[config.mk]
export PLATFORM = sky130hd
export DESIGN_NAME = jtag_tap_sampled
export DESIGN_NICKNAME = d
export VERILOG_FILES = /design/src/rtl/jtag_tap_sampled_pkg.sv /design/src/rtl/jtag_pin_sync.sv /design/src/rtl/jtag_tap_sampled.sv
export SDC_FILE = /design/constraint.sdc
export NUM_CORES = 1
export LEC_CHECK = 0
export CAP_MARGIN = 20
export CORE_ASPECT_RATIO = 0.75
export CORE_MARGIN = 2
export CORE_UTILIZATION = 30
export DETAILED_ROUTE_END_ITERATION = 8
export DONT_BUFFER_PORTS = 1
export GPL_TIMING_DRIVEN = 1
export SYNTH_ARGS = -nofsm -noshare
export SYNTH_HDL_FRONTEND = slang
export SYNTH_SLANG_ARGS = --single-unit
[constraint.sdc]
create_clock -name clk -period 2.14 [get_ports clk]
set_input_delay 0.107 -clock clk [delete_from_list [all_inputs] [get_ports clk]]
set_output_delay 0.107 -clock clk [all_outputs]
set_load 0.02 [all_outputs]
[src/rtl/jtag_tap_sampled_pkg.sv]
// Shared TAP definitions: state codes, instruction codes, IR capture pattern, next-state table.
// Latency: n/a (constants and a pure function).
// Backpressure: n/a.
package jtag_tap_sampled_pkg;

    typedef enum logic [3:0] {
        EXIT2_DR         = 4'h0,
        EXIT1_DR         = 4'h1,
        SHIFT_DR         = 4'h2,
        PAUSE_DR         = 4'h3,
        SELECT_IR_SCAN   = 4'h4,
        UPDATE_DR        = 4'h5,
        CAPTURE_DR       = 4'h6,
        SELECT_DR_SCAN   = 4'h7,
        EXIT2_IR         = 4'h8,
        EXIT1_IR         = 4'h9,
        SHIFT_IR         = 4'hA,
        PAUSE_IR         = 4'hB,
        RUN_TEST_IDLE    = 4'hC,
        UPDATE_IR        = 4'hD,
        CAPTURE_IR       = 4'hE,
        TEST_LOGIC_RESET = 4'hF
    } tap_state_t;

    localparam logic [3:0] IDCODE_INSN     = 4'b0001;
    localparam logic [3:0] BYPASS_INSN     = 4'b1111;
    // Low two bits loaded into the IR shifter in Capture-IR; upper bits are zero.
    localparam logic [1:0] IR_CAPTURE_LSBS = 2'b01;

    // Standard 1149.1 TMS-driven next-state table.
    function automatic tap_state_t tap_next(input tap_state_t s, input logic tms);
        tap_state_t n;
        case (s)
            TEST_LOGIC_RESET: n = tms ? TEST_LOGIC_RESET : RUN_TEST_IDLE;
            RUN_TEST_IDLE:    n = tms ? SELECT_DR_SCAN   : RUN_TEST_IDLE;
            SELECT_DR_SCAN:   n = tms ? SELECT_IR_SCAN   : CAPTURE_DR;
            CAPTURE_DR:       n = tms ? EXIT1_DR         : SHIFT_DR;
            SHIFT_DR:         n = tms ? EXIT1_DR         : SHIFT_DR;
            EXIT1_DR:         n = tms ? UPDATE_DR        : PAUSE_DR;
            PAUSE_DR:         n = tms ? EXIT2_DR         : PAUSE_DR;
            EXIT2_DR:         n = tms ? UPDATE_DR        : SHIFT_DR;
            UPDATE_DR:        n = tms ? SELECT_DR_SCAN   : RUN_TEST_IDLE;
            SELECT_IR_SCAN:   n = tms ? TEST_LOGIC_RESET : CAPTURE_IR;
            CAPTURE_IR:       n = tms ? EXIT1_IR         : SHIFT_IR;
            SHIFT_IR:         n = tms ? EXIT1_IR         : SHIFT_IR;
            EXIT1_IR:         n = tms ? UPDATE_IR        : PAUSE_IR;
            PAUSE_IR:         n = tms ? EXIT2_IR         : PAUSE_IR;
            EXIT2_IR:         n = tms ? UPDATE_IR        : SHIFT_IR;
            UPDATE_IR:        n = tms ? SELECT_DR_SCAN   : RUN_TEST_IDLE;
            default:          n = TEST_LOGIC_RESET;
        endcase
        return n;
    endfunction

endpackage

[src/rtl/jtag_pin_sync.sv]
// Pin synchroniser: STAGES flops into clk, one history flop, rise/fall strobes.
// Latency: sync follows the pin after STAGES clk; rise/fall strobe in that same cycle.
// Backpressure: none; free-running sampler.
module jtag_pin_sync #(
    parameter int   STAGES    = 2,
    parameter logic RESET_VAL = 1'b0
) (
    input  logic clk,
    input  logic rst,
    input  logic pin,
    output logic sync,
    output logic rise,
    output logic fall
);

    logic [STAGES-1:0] chain;
    logic              prev;

    // Metastability chain plus one-cycle history of the synchronised level.
    always_ff @(posedge clk) begin
        if (rst) begin
            chain <= {STAGES{RESET_VAL}};
            prev  <= RESET_VAL;
        end else begin
            chain <= {chain[STAGES-2:0], pin};
            prev  <= chain[STAGES-1];
        end
    end

    assign sync = chain[STAGES-1];
    assign rise = sync & ~prev;
    assign fall = ~sync & prev;

endmodule

[src/rtl/jtag_tap_sampled.sv]
// Oversampled 1149.1 TAP (IDCODE + BYPASS); optional TRST_N pin via JTAG_TRST_EN.
// Latency: TAP acts SYNC_STAGES+1 clk after a TCK pin edge; TDO/OE update on the TCK fall.
// Backpressure: none; pin-driven, every detected TCK edge is consumed.
module jtag_tap_sampled
    import jtag_tap_sampled_pkg::*;
#(
    parameter logic [31:0] IDCODE      = 32'h149511C3,
    parameter int          IR_WIDTH    = 4,
    parameter int          SYNC_STAGES = 2
) (
    input  logic                clk,
    input  logic                rst,
    input  logic                tck_i,
    input  logic                tms_i,
    input  logic                tdi_i,
`ifdef JTAG_TRST_EN
    input  logic                trst_n_i,
`endif
    output logic                tdo_o,
    output logic                tdo_oe_o,
    output logic [3:0]          tap_state_o,
    output logic [IR_WIDTH-1:0] ir_o
);

    localparam logic [IR_WIDTH-1:0] INSN_IDCODE = IR_WIDTH'(IDCODE_INSN);
    localparam logic [IR_WIDTH-1:0] IR_CAPTURE  = IR_WIDTH'(IR_CAPTURE_LSBS);

    logic tck_sync, tck_rise, tck_fall;
    logic tms_sync, tms_rise, tms_fall;
    logic tdi_sync, tdi_rise, tdi_fall;
    logic tck_fall_ok;
    logic trst_active;

    jtag_pin_sync #(.STAGES(SYNC_STAGES), .RESET_VAL(1'b0)) u_sync_tck (
        .clk(clk), .rst(rst), .pin(tck_i), .sync(tck_sync), .rise(tck_rise), .fall(tck_fall));
    jtag_pin_sync #(.STAGES(SYNC_STAGES), .RESET_VAL(1'b0)) u_sync_tms (
        .clk(clk), .rst(rst), .pin(tms_i), .sync(tms_sync), .rise(tms_rise), .fall(tms_fall));
    jtag_pin_sync #(.STAGES(SYNC_STAGES), .RESET_VAL(1'b0)) u_sync_tdi (
        .clk(clk), .rst(rst), .pin(tdi_i), .sync(tdi_sync), .rise(tdi_rise), .fall(tdi_fall));

`ifdef JTAG_TRST_EN
    logic trst_sync, trst_rise, trst_fall;
    jtag_pin_sync #(.STAGES(SYNC_STAGES), .RESET_VAL(1'b1)) u_sync_trst (
        .clk(clk), .rst(rst), .pin(trst_n_i), .sync(trst_sync), .rise(trst_rise), .fall(trst_fall));
    assign trst_active = ~trst_sync;
    logic unused_trst_edges;
    assign unused_trst_edges = trst_rise ^ trst_fall;
`else
    assign trst_active = 1'b0;
`endif

    // Only the TCK strobes and the TMS/TDI levels are consumed.
    logic unused_pin_bits;
    assign unused_pin_bits = ^{tck_sync, tms_rise, tms_fall, tdi_rise, tdi_fall};

    // A glitched history can never assert both, but rise wins if it ever did.
    assign tck_fall_ok = tck_fall & ~tck_rise;

    tap_state_t              state_q, state_d;
    logic [IR_WIDTH-1:0]     ir_q, ir_shift;
    logic [31:0]             dr_shift;
    logic                    bypass_q;
    logic                    sel_idcode;
    logic                    ir_path;
    logic                    tdo_next;

    // TAP state register.
    always_ff @(posedge clk) begin
        if (rst) state_q <= TEST_LOGIC_RESET;
        else     state_q <= state_d;
    end

    // Next state: TRST holds reset, otherwise advance once per TCK rise.
    always_comb begin
        state_d = state_q;
        if (trst_active)   state_d = TEST_LOGIC_RESET;
        else if (tck_rise) state_d = tap_next(state_q, tms_sync);
    end

    assign sel_idcode = (ir_q == INSN_IDCODE);
    assign ir_path    = (state_q == CAPTURE_IR) || (state_q == SHIFT_IR) || (state_q == EXIT1_IR) ||
                        (state_q == PAUSE_IR)   || (state_q == EXIT2_IR) || (state_q == UPDATE_IR);
    assign tdo_next   = ir_path ? ir_shift[0] : (sel_idcode ? dr_shift[0] : bypass_q);

    // Capture/shift on TCK rise; TDO, OE and IR update on TCK fall.
    always_ff @(posedge clk) begin
        if (rst) begin
            ir_q     <= INSN_IDCODE;
            ir_shift <= '0;
            dr_shift <= '0;
            bypass_q <= 1'b0;
            tdo_o    <= 1'b0;
            tdo_oe_o <= 1'b0;
        end else if (trst_active) begin
            ir_q     <= INSN_IDCODE;
            tdo_oe_o <= 1'b0;
        end else if (tck_rise) begin
            case (state_q)
                CAPTURE_IR: ir_shift <= IR_CAPTURE;
                SHIFT_IR:   ir_shift <= {tdi_sync, ir_shift[IR_WIDTH-1:1]};
                CAPTURE_DR: begin
                    if (sel_idcode) dr_shift <= IDCODE;
                    else            bypass_q <= 1'b0;
                end
                SHIFT_DR: begin
                    if (sel_idcode) dr_shift <= {tdi_sync, dr_shift[31:1]};
                    else            bypass_q <= tdi_sync;
                end
                default: ;
            endcase
            if (state_d == TEST_LOGIC_RESET) ir_q <= INSN_IDCODE;
        end else if (tck_fall_ok) begin
            tdo_o    <= tdo_next;
            tdo_oe_o <= (state_q == SHIFT_IR) || (state_q == SHIFT_DR);
            if (state_q == UPDATE_IR) ir_q <= ir_shift;
        end
    end

    assign tap_state_o = state_q;
    assign ir_o        = ir_q;

endmodule

==> summary.md <==
| Metric | Value |
|---|---|
| WL final | 4.24 mm |
| PortBufs | 0 |
| Status | finished clean |
| Largest area contributor in the netlist | dfxtp_1 |
| Post-Syn Area | 2230 µm² |
| Mux share of post-synthesis cell area | 0.00952 |
| Global-route wire length before repair | 7.47 mm |
| Io pins | 15 |
| Layout Skew | 0.0146 ns |
| Vias | 1694 |
| CP Launch Point | u_sync_tck.prev |
| Final slew viol count | 0 |
| GRT Total Usage | 0.109 |
| DIE AREA | 8160 µm² |
| Switching power | 424 µW |
| Core area | 7300 µm² |
| Final worst path period share | 0.845 |
| N_diodes | 0 |
| Max-Cap Viols | 0 |
| Gp weighted congestion | 0.783 |
| CP top delay family | simple AND/OR/NAND/NOR gates |
| Crit path buf inv count | 2 |
| Most common cell after layout, fill and taps aside | dfxtp_1 |
| Die X-Extent | 104 µm |
| CP arrival | 2.01 ns |
| Setup Fix Bufs, Post-CTS | 0 |
| RSZ-0062 raised after global routing | no |
| Post-synth ARST share | 0 |
| Flop2flop setup slack | 0.33 ns |
| DRC viols | 0 |
| Final Hold Fails | 0 |
| Setup tns final | 0 ns |
| R2r startpoint | u_sync_tck.prev |
| P&R area growth vs syn | 9.69% |
| DR WL/cell | 11.7 µm |
| Post-synthesis sequential area ratio | 0.484 |
| Logic pwr share | 0.052 |
| Non-filler cells, final | 362 |
| Worst path required time | 2.34 ns |
| Clock tree from TritonCTS | yes |
| Placed insts | 350 |
| Setup CP Type | reg2reg |
| Fill count | 790 |
| Hold Crit Class | in2reg |
| Pwr dens | 702 nW/µm² |
| Adder-Cell Fraction of Synth Area | 0.0112 |
| Num CTS Buffers | 5 |
| Reg-to-Reg End | ir_o[2] |
| Setup violations, final | 0 |
| Placed instance area | 2300 µm² |
| # nets final | 267 |
| Clock Root Buffer | clkbuf_8 |
| Mapped Avg Cell Area | 8.53 µm² |
| Flop pwr share | 0.598 |
| Grt total ovfl | 0 |
| Slew at the pin closest to its max-slew limit | 0.453 ns |
| Peak supply drop | 0.278 mV |
| Area share of the largest cell type after synthesis | 0.484 |
| Cts hold-fix bufs | 4 |
| Main combinational cell family by area after synthesis | simple AND/OR/NAND/NOR gates |
| Levels on crit path | 7 |
| Synth Area in Simple Gates | 0.306 |
| CP max FO | 10 |
| Slowest CP cell | or4b_4 |
| Main area contributors after synthesis | dfxtp_1 (48%), a21oi_1 (7.4%), nor3_1 (5.8%) |
| Worst setup margin | 0.332 ns |
| Initial DRC Count | 147 |
| Number of global-route vias before repair | 1514 |
| Prevailing post-synth register cell | dfxtp_1 |
| H-tree lvl count | 2 |
| Min cycle time layout | 1.81 ns |
| Clk Latency, worst-skew pair | 0.31 ns |
| Routed Antenna Nets | 0 |
| Internal | 1300 µW |
| Clock share of power | 0.350 |
| Setup WS pre-CTS | 0.358 ns |
| Switching portion of total power | 0.247 |
| Post-synth EDFFs | 0 |
| Num rows | 27 |
| Leakage | 0.000807 µW |
| Crit path largest cell delay | 0.54 ns |
| Initial Util | 0.306 |
| Crit start category | flop |
| Slew margin rel. | 0.697 |
| CP Capture Type | flop |
| DR pass1 iterations | 4 |
| Clock sink total | 54 |
| Xor/xnor share of the synthesized area | 0.00392 |
| Die extent in y | 78.7 µm |
| Commonest non-fill, non-tap cells in the layout | dfxtp_1 (54), a21oi_1 (33), nand2_1 (31) |
| Reg clk slew, reported paths | 0.11 ns |
| DP HPWL | 2.68 mm |
| Gate Count Post-Synth | 262 |
| Design area | 2450 µm² |
| Max clock buf depth | 2 |
| Largest net degree at the start of global routing | 56 |
| Critical path cell sequence | inv_1 > ha_1 > buf_4 > nand3b_4 > or4b_4 > nand3_1 > a21oi_1 |
| Termination of the worst setup path | ir_o[2] |
| Post-synth cell types | 38 |
| Mean number of vias per cell | 4.68 |
| Synth Area in Compound Gates | 0.115 |
| Yosys warning count | 0 |
| FF+latch count, synth | 54 |
| Max Fclk | 0.553 GHz |
| R2R depth | 7 |
| Initial antenna violation count | 0 |
| Proportion of layout cells with a drive suffix above 1 | 0.0958 |
| Syn_nets | 269 |
| CTS resizes | 0 |
==> power by group through the flow <==
stage / clock [µW] / combinational, µW / sequential, µW
after global routing: 669 / 97.7 / 1030
after CTS: 629 / 89.4 / 1030
after global placement: 0 / 65.5 / 1050
after detailed placement: 0 / 65.2 / 1050
after floorplan: 0 / 69.6 / 1050
final: 602 / 89.0 / 1030
==> registers in the layout, indices dropped and copies added (netlist names) <==
| signal | cells |
|---|---|
| bypass_q | 1 |
| u_sync_tms.chain | 2 |
| u_sync_tck.prev | 1 |
| tdo_oe_o | 1 |
| ir_o | 4 |
| dr_shift | 32 |
| u_sync_tck.chain | 2 |
| ir_shift | 4 |
| tdo_o | 1 |
| u_sync_tdi.chain | 2 |
| tap_state_o | 4 |
==> worst min-delay path by stage <==
stage | cells past startpoint | startpoint | to
2_1_floorplan | 1 | tck_i | u_sync_tck.chain[0]
5_1_grt | 2 | rst | dr_shift[22]
3_3_place_gp | 1 | rst | dr_shift[24]
4_1_cts | 2 | rst | u_sync_tck.prev
6_report | 2 | rst | u_sync_tck.prev
3_5_place_dp | 1 | rst | tdo_oe_o
==> through the flow <==
stage,power (µW),hold slack [ns],util
6_report,1720,0.108,0.336
5_1_grt,1800,0.113,0.336
4_1_cts,1750,0.111,0.336
3_5_place_dp,1120,0.183,0.316
3_3_place_gp,1120,0.181,0.316
2_1_floorplan,1120,0.235,-
==> final cells by class <==
cell class	count	area, µm²	share of cell area
Sequential cell	54	1080	0.441
Inverter	5	18.8	0.00766
Clock buffer	5	68.8	0.0281
Clock inverter	3	28.8	0.0117
Timing Repair Buffer	13	130	0.0531
Tap cell	101	126	0.0516
Multi-Input combinational cell	181	997	0.407
==> cell usage after synthesis (2+ instances only) <==
| master | number |
|---|---|
| a211o_1 | 2 |
| a21oi_1 | 33 |
| and2_1 | 2 |
| and3_1 | 2 |
| buf_2 | 4 |
| buf_4 | 3 |
| buf_6 | 5 |
| clkbuf_1 | 9 |
| dfxtp_1 | 54 |
| ha_1 | 2 |
| inv_1 | 5 |
| nand2_1 | 31 |
| nand2b_1 | 3 |
| nand3_1 | 23 |
| nand3b_1 | 3 |
| nor2_1 | 21 |
| nor2b_1 | 8 |
| nor3_1 | 26 |
| o211ai_1 | 2 |
| o21ai_0 | 4 |
| or3b_1 | 3 |
==> worst reg2reg max path: cells and delay by family, from the launching register on <==
family,cells,cell delay [ns]
and+or+nand+nor,3,0.72
DFF,1,0.33
adders and majority gates,1,0.33
buffers and inverters,2,0.27
AOI/OAI and AO/OA,1,0.06
==> kinds of logic (layout without fill, tap and decap cells) <==
family          count (synthesis)  in the layout
fa+ha+maj                       2              2
xor+xnor                        1              1
simple gates                  130            130
compound gates                 46             46
buf+inv                        27             26
mux                             2              2
flops                          54             54
==> routing by layer <==
metal / vias up / part of all wire / GRT usage
met2: 27 / 0.42 / 0.162
met1: 775 / 0.54 / 0.158
met3: 2 / 0.037 / 0.0271
li1: 890 / - / -
met4: 0 / 0.0068 / 0.0284
met5: - / 0 / 0
Note: power is estimated with default switching activity, not from simulation.
